[config.mk]
export PLATFORM = sky130hd
export DESIGN_NAME = clause_loader
export DESIGN_NICKNAME = d
export VERILOG_FILES = /design/src/rtl/clause_loader_pkg.sv /design/src/rtl/clause_loader.sv
export SDC_FILE = /design/constraint.sdc
export NUM_CORES = 1
export LEC_CHECK = 0
export BUFFER_PORTS_ARGS = -buffer_cell sky130_fd_sc_hd__clkbuf_2
export CORE_MARGIN = 2
export CORE_UTILIZATION = 50
export DETAILED_ROUTE_END_ITERATION = 12
export PLACE_DENSITY = 0.75
export SYNTH_ARGS = -nofsm -noshare
export SYNTH_HDL_FRONTEND = slang
export SYNTH_SLANG_ARGS = --single-unit
export TNS_END_PERCENT = 10
[constraint.sdc]
create_clock -name clk -period 3.4 [get_ports clk]
set_input_delay 0.34 -clock clk [delete_from_list [all_inputs] [get_ports clk]]
set_output_delay 0.34 -clock clk [all_outputs]
set_load 0.05 [all_outputs]
[src/rtl/clause_loader_pkg.sv]
// rtl/clause_loader_pkg.sv - shared types and default capacities for the clause loader
package clause_loader_pkg;

  // Default capacities of the downstream clause store.
  localparam int DEF_MAX_CLAUSES    = 256;
  localparam int DEF_MAX_LITS       = 4096;
  localparam int DEF_MAX_CLAUSE_LEN = 16;

  typedef enum logic [1:0] {
    ST_IDLE  = 2'd0,
    ST_LOAD  = 2'd1,
    ST_DONE  = 2'd2,
    ST_ERROR = 2'd3
  } loader_state_t;

  typedef enum logic [2:0] {
    ERR_NONE         = 3'd0,
    ERR_CLAUSE_OVF   = 3'd1,
    ERR_LIT_OVF      = 3'd2,
    ERR_CLAUSE_LONG  = 3'd3,
    ERR_UNTERMINATED = 3'd4
  } err_code_t;

endpackage

[src/rtl/clause_loader.sv]
// rtl/clause_loader.sv - streams DIMACS literals into a clause store write port
module clause_loader
  import clause_loader_pkg::*;
#(
  parameter int MAX_CLAUSES    = DEF_MAX_CLAUSES,
  parameter int MAX_LITS       = DEF_MAX_LITS,
  parameter int MAX_CLAUSE_LEN = DEF_MAX_CLAUSE_LEN
) (
  input  logic               clk,
  input  logic               rst,
  input  logic               start,
  input  logic               in_valid,
  output logic               in_ready,
  input  logic signed [31:0] in_literal,
  input  logic               in_last,
  output logic               wr_en,
  output logic [15:0]        wr_clause_id,
  output logic [15:0]        wr_lit_count,
  output logic [15:0]        wr_clause_start,
  output logic [15:0]        wr_clause_len,
  output logic [15:0]        wr_lit_addr,
  output logic signed [31:0] wr_literal,
  output logic [15:0]        num_clauses,
  output logic [15:0]        num_lits,
  output logic               busy,
  output logic               done,
  output logic               error,
  output logic [2:0]         err_code
);

  localparam logic [15:0] CLAUSE_CAP = 16'(MAX_CLAUSES);
  localparam logic [15:0] LIT_CAP    = 16'(MAX_LITS);
  localparam logic [15:0] LEN_CAP    = 16'(MAX_CLAUSE_LEN);

  loader_state_t state;
  err_code_t     err;
  logic [15:0]   clause_id;
  logic [15:0]   lit_ptr;
  logic [15:0]   cur_len;
  logic [15:0]   cur_start;
  logic          lit_nonzero;

  assign lit_nonzero = (in_literal != 32'sd0);

  // Status flags decode straight from the state register.
  assign in_ready    = (state == ST_LOAD);
  assign busy        = (state == ST_LOAD);
  assign done        = (state == ST_DONE);
  assign error       = (state == ST_ERROR);
  assign err_code    = err;
  assign num_clauses = clause_id;
  assign num_lits    = lit_ptr;

  // Loader FSM: owns the counters and the registered write port.
  always_ff @(posedge clk) begin
    if (rst) begin
      state           <= ST_IDLE;
      err             <= ERR_NONE;
      clause_id       <= '0;
      lit_ptr         <= '0;
      cur_len         <= '0;
      cur_start       <= '0;
      wr_en           <= 1'b0;
      wr_clause_id    <= '0;
      wr_lit_count    <= '0;
      wr_clause_start <= '0;
      wr_clause_len   <= '0;
      wr_lit_addr     <= '0;
      wr_literal      <= '0;
    end else begin
      wr_en <= 1'b0;
      case (state)
        ST_IDLE, ST_DONE, ST_ERROR: begin
          if (start) begin
            state     <= ST_LOAD;
            err       <= ERR_NONE;
            clause_id <= '0;
            lit_ptr   <= '0;
            cur_len   <= '0;
            cur_start <= '0;
          end
        end
        ST_LOAD: begin
          if (in_valid) begin
            if (lit_nonzero) begin
              // Capacity checks in priority order; a rejected literal is never written.
              if (clause_id == CLAUSE_CAP) begin
                state <= ST_ERROR;
                err   <= ERR_CLAUSE_OVF;
              end else if (lit_ptr == LIT_CAP) begin
                state <= ST_ERROR;
                err   <= ERR_LIT_OVF;
              end else if (cur_len == LEN_CAP) begin
                state <= ST_ERROR;
                err   <= ERR_CLAUSE_LONG;
              end else begin
                // Each write carries the running length so the store ends up with the final one.
                wr_en           <= 1'b1;
                wr_literal      <= in_literal;
                wr_lit_addr     <= lit_ptr;
                wr_clause_id    <= clause_id;
                wr_clause_start <= cur_start;
                wr_clause_len   <= cur_len + 16'd1;
                wr_lit_count    <= lit_ptr + 16'd1;
                lit_ptr         <= lit_ptr + 16'd1;
                cur_len         <= cur_len + 16'd1;
                if (in_last) begin
                  state <= ST_ERROR;
                  err   <= ERR_UNTERMINATED;
                end
              end
            end else begin
              // Terminator commits a non-empty clause; empty clauses are dropped silently.
              if (cur_len != 16'd0) begin
                clause_id <= clause_id + 16'd1;
                cur_start <= lit_ptr;
                cur_len   <= '0;
              end
              if (in_last) begin
                state <= ST_DONE;
              end
            end
          end
        end
        default: begin
          state <= ST_IDLE;
        end
      endcase
    end
  end

endmodule

==> summary.txt, run 1 <==
Cells and area
  – Most common cell after layout, fill and taps aside: clkbuf_2
  – Design area: 9780 um2
  – Fin cells: 1318
  – Layout Nets: roughly 1100
  – Antenna cells: 0
  – Layout cells sized above 1: between 20% and 30%
  – Final Util: 61.1%
  – Synth-to-Final Area Change: 18.6%
  – Commonest cells after routing, fill and taps aside: 187 x clkbuf_2, 182 x dfxtp_1, 147 x a21oi_1

Synth
  – Top post-synthesis cells by area: dfxtp_1 44%, a21oi_1 9.0%, nand3_1 8.0%
  – Async SR Flop Fraction: 0%
  – YS warnings: 0
  – Yosys top cell area share: 44.2%
  – Sequential element share of the synthesized area: 44.2%
  – Syn Inst Count: 962
  – Cell area after technology mapping: 8240 um2
  – Synthesis-stage register bit count: around 180
  – Synth cell types: 63
  – Prevailing post-synth register cell: dfxtp_1
  – Post-synth EDFFs: 0
  – Syn_nets: 1005
  – Largest area contributor in the netlist: dfxtp_1
  – Syn avg cell area: 8.57 um2

Clock network
  – PostCTS Resize Cnt: 0
  – CTS Hold Buffers Added: 0
  – Clock H-tree levels: 4
  – TritonCTS buffer count: 17
  – Clk root buf: clkbuf_16
  – Setup bufs post-CTS: 0
  – Max clock buf depth: 2
  – Clk sinks: 182
  – Reg clk slew, reported paths: 0.07 ns
  – Clock latency at the later pin of the worst-skew pair: ~0.44 ns
  – TritonCTS clock tree: yes

Die
  – Core Region: 16000 um2
  – Die ar.: about 18000 um2
  – Site row count: between 40 and 50
  – Die width: roughly 130 um
  – Die height: 132 um
  – I/O pin cnt: 189
  – Initial core utilization: roughly half

Worst hold path
  – Worst hold path class: input pin to flop

GRT
  – Largest net degree at the start of global routing: 120
  – Gr usage total: 25.7%
  – First-pass GRT wire length: 36.9 mm
  – Initial antenna violation count: 0
  – Grt total ovfl: 0
  – Number of global-route vias before repair: about 7100

Worst setup path
  – CP arrival: 3.01 ns
  – Crit path largest cell delay: 0.52 ns
  – Critical Path Source: num_lits[0]
  – Worst r2r path cells: 8
  – RR Startpoint: num_lits[0]
  – Worst path slowest cell: dfxtp_1
  – Worst-path fanout max: between 40 and 50
  – CP top delay family: simple AND/OR/NAND/NOR gates
  – CP Cell Sequence: inv_1 > ha_1 > nor4b_1 > nand4_1 > and3_4 > buf_4 > nand3_1 > o22ai_1
  – CP bufs+invs: 2
  – Critical path depth in cells: 8
  – Critical path endpoint: num_lits[12]
  – CP Launch Type: flop
  – Worst Setup Path Type: flop to flop
  – FF-to-FF End: num_lits[12]
  – Critical Path RT: 3.76 ns
  – Reg2reg setup slack: 0.74 ns
  – Worst setup EP type: flop

Power
  – NetSw: between 0.001 and 0.0015 W
  – Cell-internal power: 0.00356 W
  – Power per cell area: approximately 500 nW/um2
  – Combinational power share: between 10% and 20%
  – Share of power burned in registers: 45.7%
  – Max rail drop VDD: 0.375 mV
  – Switching Fraction: 26.1%
  – Leakage: 3.57 nW
  – Clk pwr share: 44.0%

Timing
  – Fin crit share: 78.2%
  – Setup slack after layout: between 0.7 and 0.8 ns
  – RSZ-0062 raised after global routing: no
  – Final Slew Violations: 0
  – Worst Skew: about 0.0079 ns
  – Max-Slew Margin vs Limit: 44.6%
  – Setup TNS: 0 ns
  – Final Setup Violations: 0
  – Least-Margin Pin Slew: 0.829 ns
  – Hold Fails Final Rpt: 0
  – Tmin final: about 2.7 ns
  – Max Freq: 0.376 GHz

Route
  – # DRC: 0
  – 1st-pass router iterations: 5
  – Wire length per cell: approximately 18 um
  – Starting DRC count in detailed routing: just over 800
  – Antenna Nets Post-Route: 0
  – Routed vias: between 7000 and 8000
  – Final wirelength: between 20 and 25 mm
  – Via-per-instance ratio: 5.98

Run status
  – Outcome: completed

Run
  – Max_cap viols: 0

Placed design
  – Placed insts: 1286
  – DP Wirelength: 15.2 mm
  – Place WS: 0.814 ns
  – Gpl congestion: between 0.8 and 0.9
  – I/O Buffers: about 190
  – Post-DP Area: 9150 um2
logic make-up after synthesis:
group / synth area share, %
AOI/OAI and AO/OA: 24.5
xor gates and xnor gates: 2.87
and+or+nand+nor: 20.3
muxes: 0.364
buffers and inverters: 6.89
DFF: 44.2
adders and majority gates: 0.911
per-stage QoR:
step                      power (W)  hold slack (ns)
after detailed placement    0.00274            0.460
after CTS                   0.00483            0.147
after floorplan             0.00262            0.444
final                       0.00482            0.154
after global routing        0.00497            0.144
after global placement      0.00274            0.456
registers in the layout, indices dropped and copies added (netlist names):
register and cells:
wr_literal 32, wr_en 1, cur_len 16, wr_lit_count 16, wr_clause_id 16, wr_clause_start 16
num_lits 16, wr_clause_len 16, state 2, num_clauses 16, err_code 3, cur_start 16
wr_lit_addr 16
how the worst min path moves through the flow:
stage / slack [ns] / startpoint / to / cells after the start
5_1_grt: 0.14 / in_literal[22] / wr_literal[22] / 3
6_report: 0.15 / in_literal[22] / wr_literal[22] / 3
2_1_floorplan: 0.44 / cur_start[0] / wr_clause_start[0] / 2
3_5_place_dp: 0.46 / cur_start[7] / cur_start[7] / 2
3_3_place_gp: 0.46 / cur_start[6] / wr_clause_start[6] / 2
4_1_cts: 0.15 / in_literal[20] / wr_literal[20] / 3
cells in the mapped netlist, types with 6 or more instances:
cell and instances:
nand2_1 60, and3_1 10, nand4_1 16, nor2_1 13, a211oi_2 11, xnor2_1 13, nand3_1 132, nor4_1 7
a211oi_1 7, a21oi_2 8, nor3_1 9, xor2_1 14, a21oi_1 148, and4_1 7, o21ai_0 96, clkbuf_1 31
o21ai_1 12, dfxtp_1 182, o211ai_1 15, nor4_2 6, buf_1 8, o32ai_1 10, or3_1 6, inv_1 19
buf_6 8, buf_2 42, ha_1 6
worst reg2reg max path: cells and delay by family (launching register included):
| kind | cells | cell delay [ns] |
|---|---|---|
| AO/OA/AOI/OAI | 1 | 0.21 |
| adder cells (fa/ha/maj) | 1 | 0.22 |
| buffers and inverters | 2 | 0.60 |
| flip-flops | 1 | 0.52 |
| AND/OR/NAND/NOR | 4 | 1.03 |
per-layer routing:
| layer | share of wire, % | global-route usage (%) |
|---|---|---|
| met1 | 44 | 34.9 |
| met2 | 47 | 40.4 |
| met5 | 0 | 0 |
| met3 | 6.5 | 5.92 |
| met4 | 2.6 | 8.84 |
power groups by stage:
stage | clock, W | combinational (W) | sequential (W)
final | 0.00212 | 0.000497 | 0.00220
after global routing | 0.00224 | 0.000526 | 0.00220
after CTS | 0.00214 | 0.000495 | 0.00220
after detailed placement | 0 | 0.000494 | 0.00225
after global placement | 0 | 0.000492 | 0.00225
after floorplan | 0 | 0.000243 | 0.00237
final cells by class:
| class | count | area [um2] |
|---|---|---|
| clock buffer | 21 | 460 |
| clock inverter | 11 | 174 |
| fill | 1446 | 6220 |
| inverter | 21 | 78.8 |
| multi-input combinational | 664 | 4060 |
| sequential | 182 | 3640 |
| tap | 216 | 270 |
| timing repair buffer | 203 | 1100 |
Note: power is estimated with default switching activity, not from simulation.
==> run 2, diff against run 1 <==
==> constraint.sdc (replaced) <==
create_clock -name clk -period 2.6 [get_ports clk]
set_input_delay 0.26 -clock clk [delete_from_list [all_inputs] [get_ports clk]]
set_output_delay 0.26 -clock clk [all_outputs]
set_load 0.05 [all_outputs]
==> run 2 against run 1 <==
Worst hold slack got worse by 0.071 ns. Via count rose by 1.4%. Clock power rose by 22%. Clock skew rose by 0.0050 ns. Wire length rose by 2.1%. Maximum frequency rose by 8.8%. Register-to-register slack got worse by 0.59 ns. Sequential power rose by 30%. Combinational power rose by 35%. Sequential share of layout area fell by 0.73 points. Setup slack got worse by 0.59 ns. Die area did not move. Largest cell class unchanged. Largest power group unchanged.
==> summary.txt, run 2 (synthesized netlist as in run 1, its figures left out) <==
Cells and area
  – Layout Nets: 1157 (was 1132)
  – Filler cells: 1440 (was 1446)
  – Final Util: 62.3% (was 61.1%)
  – Synth-to-Final Area Change: 21.0% (was 18.6%)
  – Biggest register: wr_literal (unchanged)
  – Antenna cells: 0 (unchanged)
  – Register area: 3640 um2 (unchanged)
  – Max FFs per register: 32 (unchanged)
  – Multi-input logic area: 4070 um2 (was 4060 um2)
  – Layout cells sized above 1: 27.2% (was 25.5%)
  – Commonest cells after routing, fill and taps aside: 187 x clkbuf_2, 182 x dfxtp_1, 147 x a21oi_1 (unchanged)
  – Most common cell after layout, fill and taps aside: clkbuf_2 (unchanged)

Clock network
  – Reg clk slew, reported paths: 0.06 ns (was 0.07 ns)
  – Clock H-tree levels: 4 (unchanged)
  – Clock latency at the later pin of the worst-skew pair: 0.43 ns (was 0.44 ns)
  – TritonCTS buffer count: 17 (unchanged)
  – Clk root buf: clkbuf_16 (unchanged)
  – Clk sinks: 182 (unchanged)
  – Max clock buf depth: 2 (unchanged)
  – TritonCTS clock tree: yes (unchanged)

Worst hold path
  – Hold Path Origin: in_literal[8] (was in_literal[22])
  – Hold depth: 3 (unchanged)
  – Hold Path End: wr_literal[8] (was wr_literal[22])
  – Worst hold path class: input pin to flop (unchanged)

Timing
  – Fin crit share: 94.0% (was 78.2%)
  – Setup TNS: 0 ns (unchanged)
  – Least-Margin Pin Slew: 0.680 ns (was 0.829 ns)
  – Tmin final: 2.44 ns (was 2.66 ns)
  – Worst Skew: 0.0129 ns (was 0.00786 ns)
  – Max Freq: 0.409 GHz (was 0.376 GHz)
  – Final Setup Violations: 0 (unchanged)
  – Final Slew Violations: 0 (unchanged)
  – Hold Fails Final Rpt: 0 (unchanged)
  – Max-Slew Margin vs Limit: 54.7% (was 44.6%)

Placed design
  – Gpl congestion: 0.890 (was 0.838)
  – DP Wirelength: 15.4 mm (was 15.2 mm)
  – I/O Buffers: 188 (unchanged)

Route
  – Antenna Nets Post-Route: 0 (unchanged)
  – Routed vias: 7987 (was 7877)
  – Wire length per cell: 17.7 um (about the same)
  – Starting DRC count in detailed routing: 799 (was 811)
  – Via-per-instance ratio: 5.95 (was 5.98)
  – # DRC: 0 (unchanged)
  – 1st-pass router iterations: 5 (unchanged)
  – Final wirelength: 23.8 mm (was 23.3 mm)

Die
  – Site row count: 46 (unchanged)
  – Initial core utilization: 51.5% (unchanged)
  – Core Region: 16000 um2 (unchanged)
  – Die ar.: 17500 um2 (unchanged)
  – Die width: 132 um (unchanged)
  – I/O pin cnt: 189 (unchanged)
  – Die height: 132 um (unchanged)

Worst setup path
  – Worst r2r path cells: 8 (unchanged)
  – RR Startpoint: num_lits[1] (was num_lits[0])
  – CP Cell Sequence: inv_1 > ha_1 > nor4b_1 > nand4_1 > and3_4 > buf_12 > a22oi_1 > a211oi_2 (was inv_1 > ha_1 > nor4b_1 > nand4_1 > and3_4 > buf_4 > nand3_1 > o22ai_1)
  – Worst Setup Path Type: flop to flop (unchanged)
  – CP arrival: 2.73 ns (was 3.01 ns)
  – Worst-path fanout max: 47 (was 45)
  – Crit path largest cell delay: 0.43 ns (was 0.52 ns)
  – Worst path slowest cell: dfxtp_1 (unchanged)
  – CP Launch Type: flop (unchanged)
  – Critical Path RT: 2.89 ns (was 3.76 ns)
  – Reg2reg setup slack: 0.16 ns (was 0.74 ns)
  – FF-to-FF End: err_code[2] (was num_lits[12])
  – Worst setup EP type: flop (unchanged)

Power
  – Max rail drop VDD: 0.510 mV (was 0.375 mV)
  – Leakage: 3.72 nW (was 3.57 nW)
  – Power per cell area: 615 nW/um2 (was 492 nW/um2)

GRT
  – Gr usage total: 26.2% (was 25.7%)
  – Largest net degree at the start of global routing: 142 (was 120)
  – Grt total ovfl: 0 (unchanged)
  – Number of global-route vias before repair: 7282 (was 7054)
  – Initial antenna violation count: 0 (unchanged)
  – First-pass GRT wire length: 37.7 mm (was 36.9 mm)

Run status
  – Outcome: completed (unchanged)

Run
  – Max_cap viols: 0 (unchanged)
run 2: cell types whose count changed in the layout (fill, tap and decap cells not counted), sizes merged:
| cell | change |
|---|---|
| clkinvlp | -3 |
| clkinv | +7 |
| nand3 | +1 |
| clkbuf | -3 |
| and3 | +1 |
| bufinv | -1 |
| buf | +23 |
run 2: stage by stage:
step                area (um2)  hold WS [ns]  setup slack [ns]  cells  total power, W
floorplan                 8240         0.408             0.291    962         0.00342
global placement          9300         0.452             0.216   1301         0.00360
detailed placement        9300         0.457             0.198   1301         0.00360
CTS                       9890        0.0762             0.161   1333         0.00616
global route              9980        0.0918           -0.0175   1343         0.00634
finish                    9980        0.0831             0.156   1343         0.00614
run 2: area by class of cell:
cell class | instances | area share [%]
inverter | 21 | 0.790
tap | 216 | 2.71
multi-input combinational | 666 | 40.8
clock inverter | 14 | 1.61
timing repair buffer | 226 | 13.2
sequential | 182 | 36.5
clock buffer | 18 | 4.30
run 2: worst max path at each step:
stage	startpoint	to	slack, ns
after global placement	num_lits[1]	num_lits[10]	0.22
after floorplan	num_lits[0]	wr_lit_addr[8]	0.29
after CTS	num_lits[1]	wr_clause_len[2]	0.16
after detailed placement	num_lits[1]	num_lits[4]	0.20
final	num_lits[1]	err_code[2]	0.16
after global routing	num_lits[1]	wr_clause_len[2]	-0.02
run 2: worst max-delay path, delay by kind of cell, from the launching register on:
| family | cells | cell delay, ns |
|---|---|---|
| AOI/OAI and AO/OA | 2 | 0.29 |
| and+or+nand+nor | 3 | 1.13 |
| buffers and inverters | 2 | 0.30 |
| adders and majority gates | 1 | 0.14 |
| DFF | 1 | 0.43 |
run 2: repair_timing:
item / 4_1_cts / 5_1_grt
buffers inserted: 0 / 8
setup endpoints to repair: 0 / 88
resized for setup: 0 / 0
hold buffers: 0 / 0
run 2: power breakdown:
part	leakage, nW	internal (W)	switching [W]	total [W]
Combinational	1.97	0.000162	0.000509	0.000672
Sequential	1.47	0.00284	0.0000311	0.00287
Clock	0.285	0.00150	0.00109	0.00259
Total	3.72	0.00451	0.00163	0.00614
run 2: routing by layer:
| layer | part of all wire [%] | wire length, um | track usage, % | up-vias |
|---|---|---|---|---|
| li1 | - | - | - | 3810 |
| met1 | 45 | 10600 | 36.0 | 3800 |
| met2 | 46 | 10900 | 40.6 | 330 |
| met5 | 0 | 0 | 0 | - |
| met4 | 3.0 | 707 | 10.1 | 0 |
| met3 | 6.5 | 1550 | 5.27 | 47 |
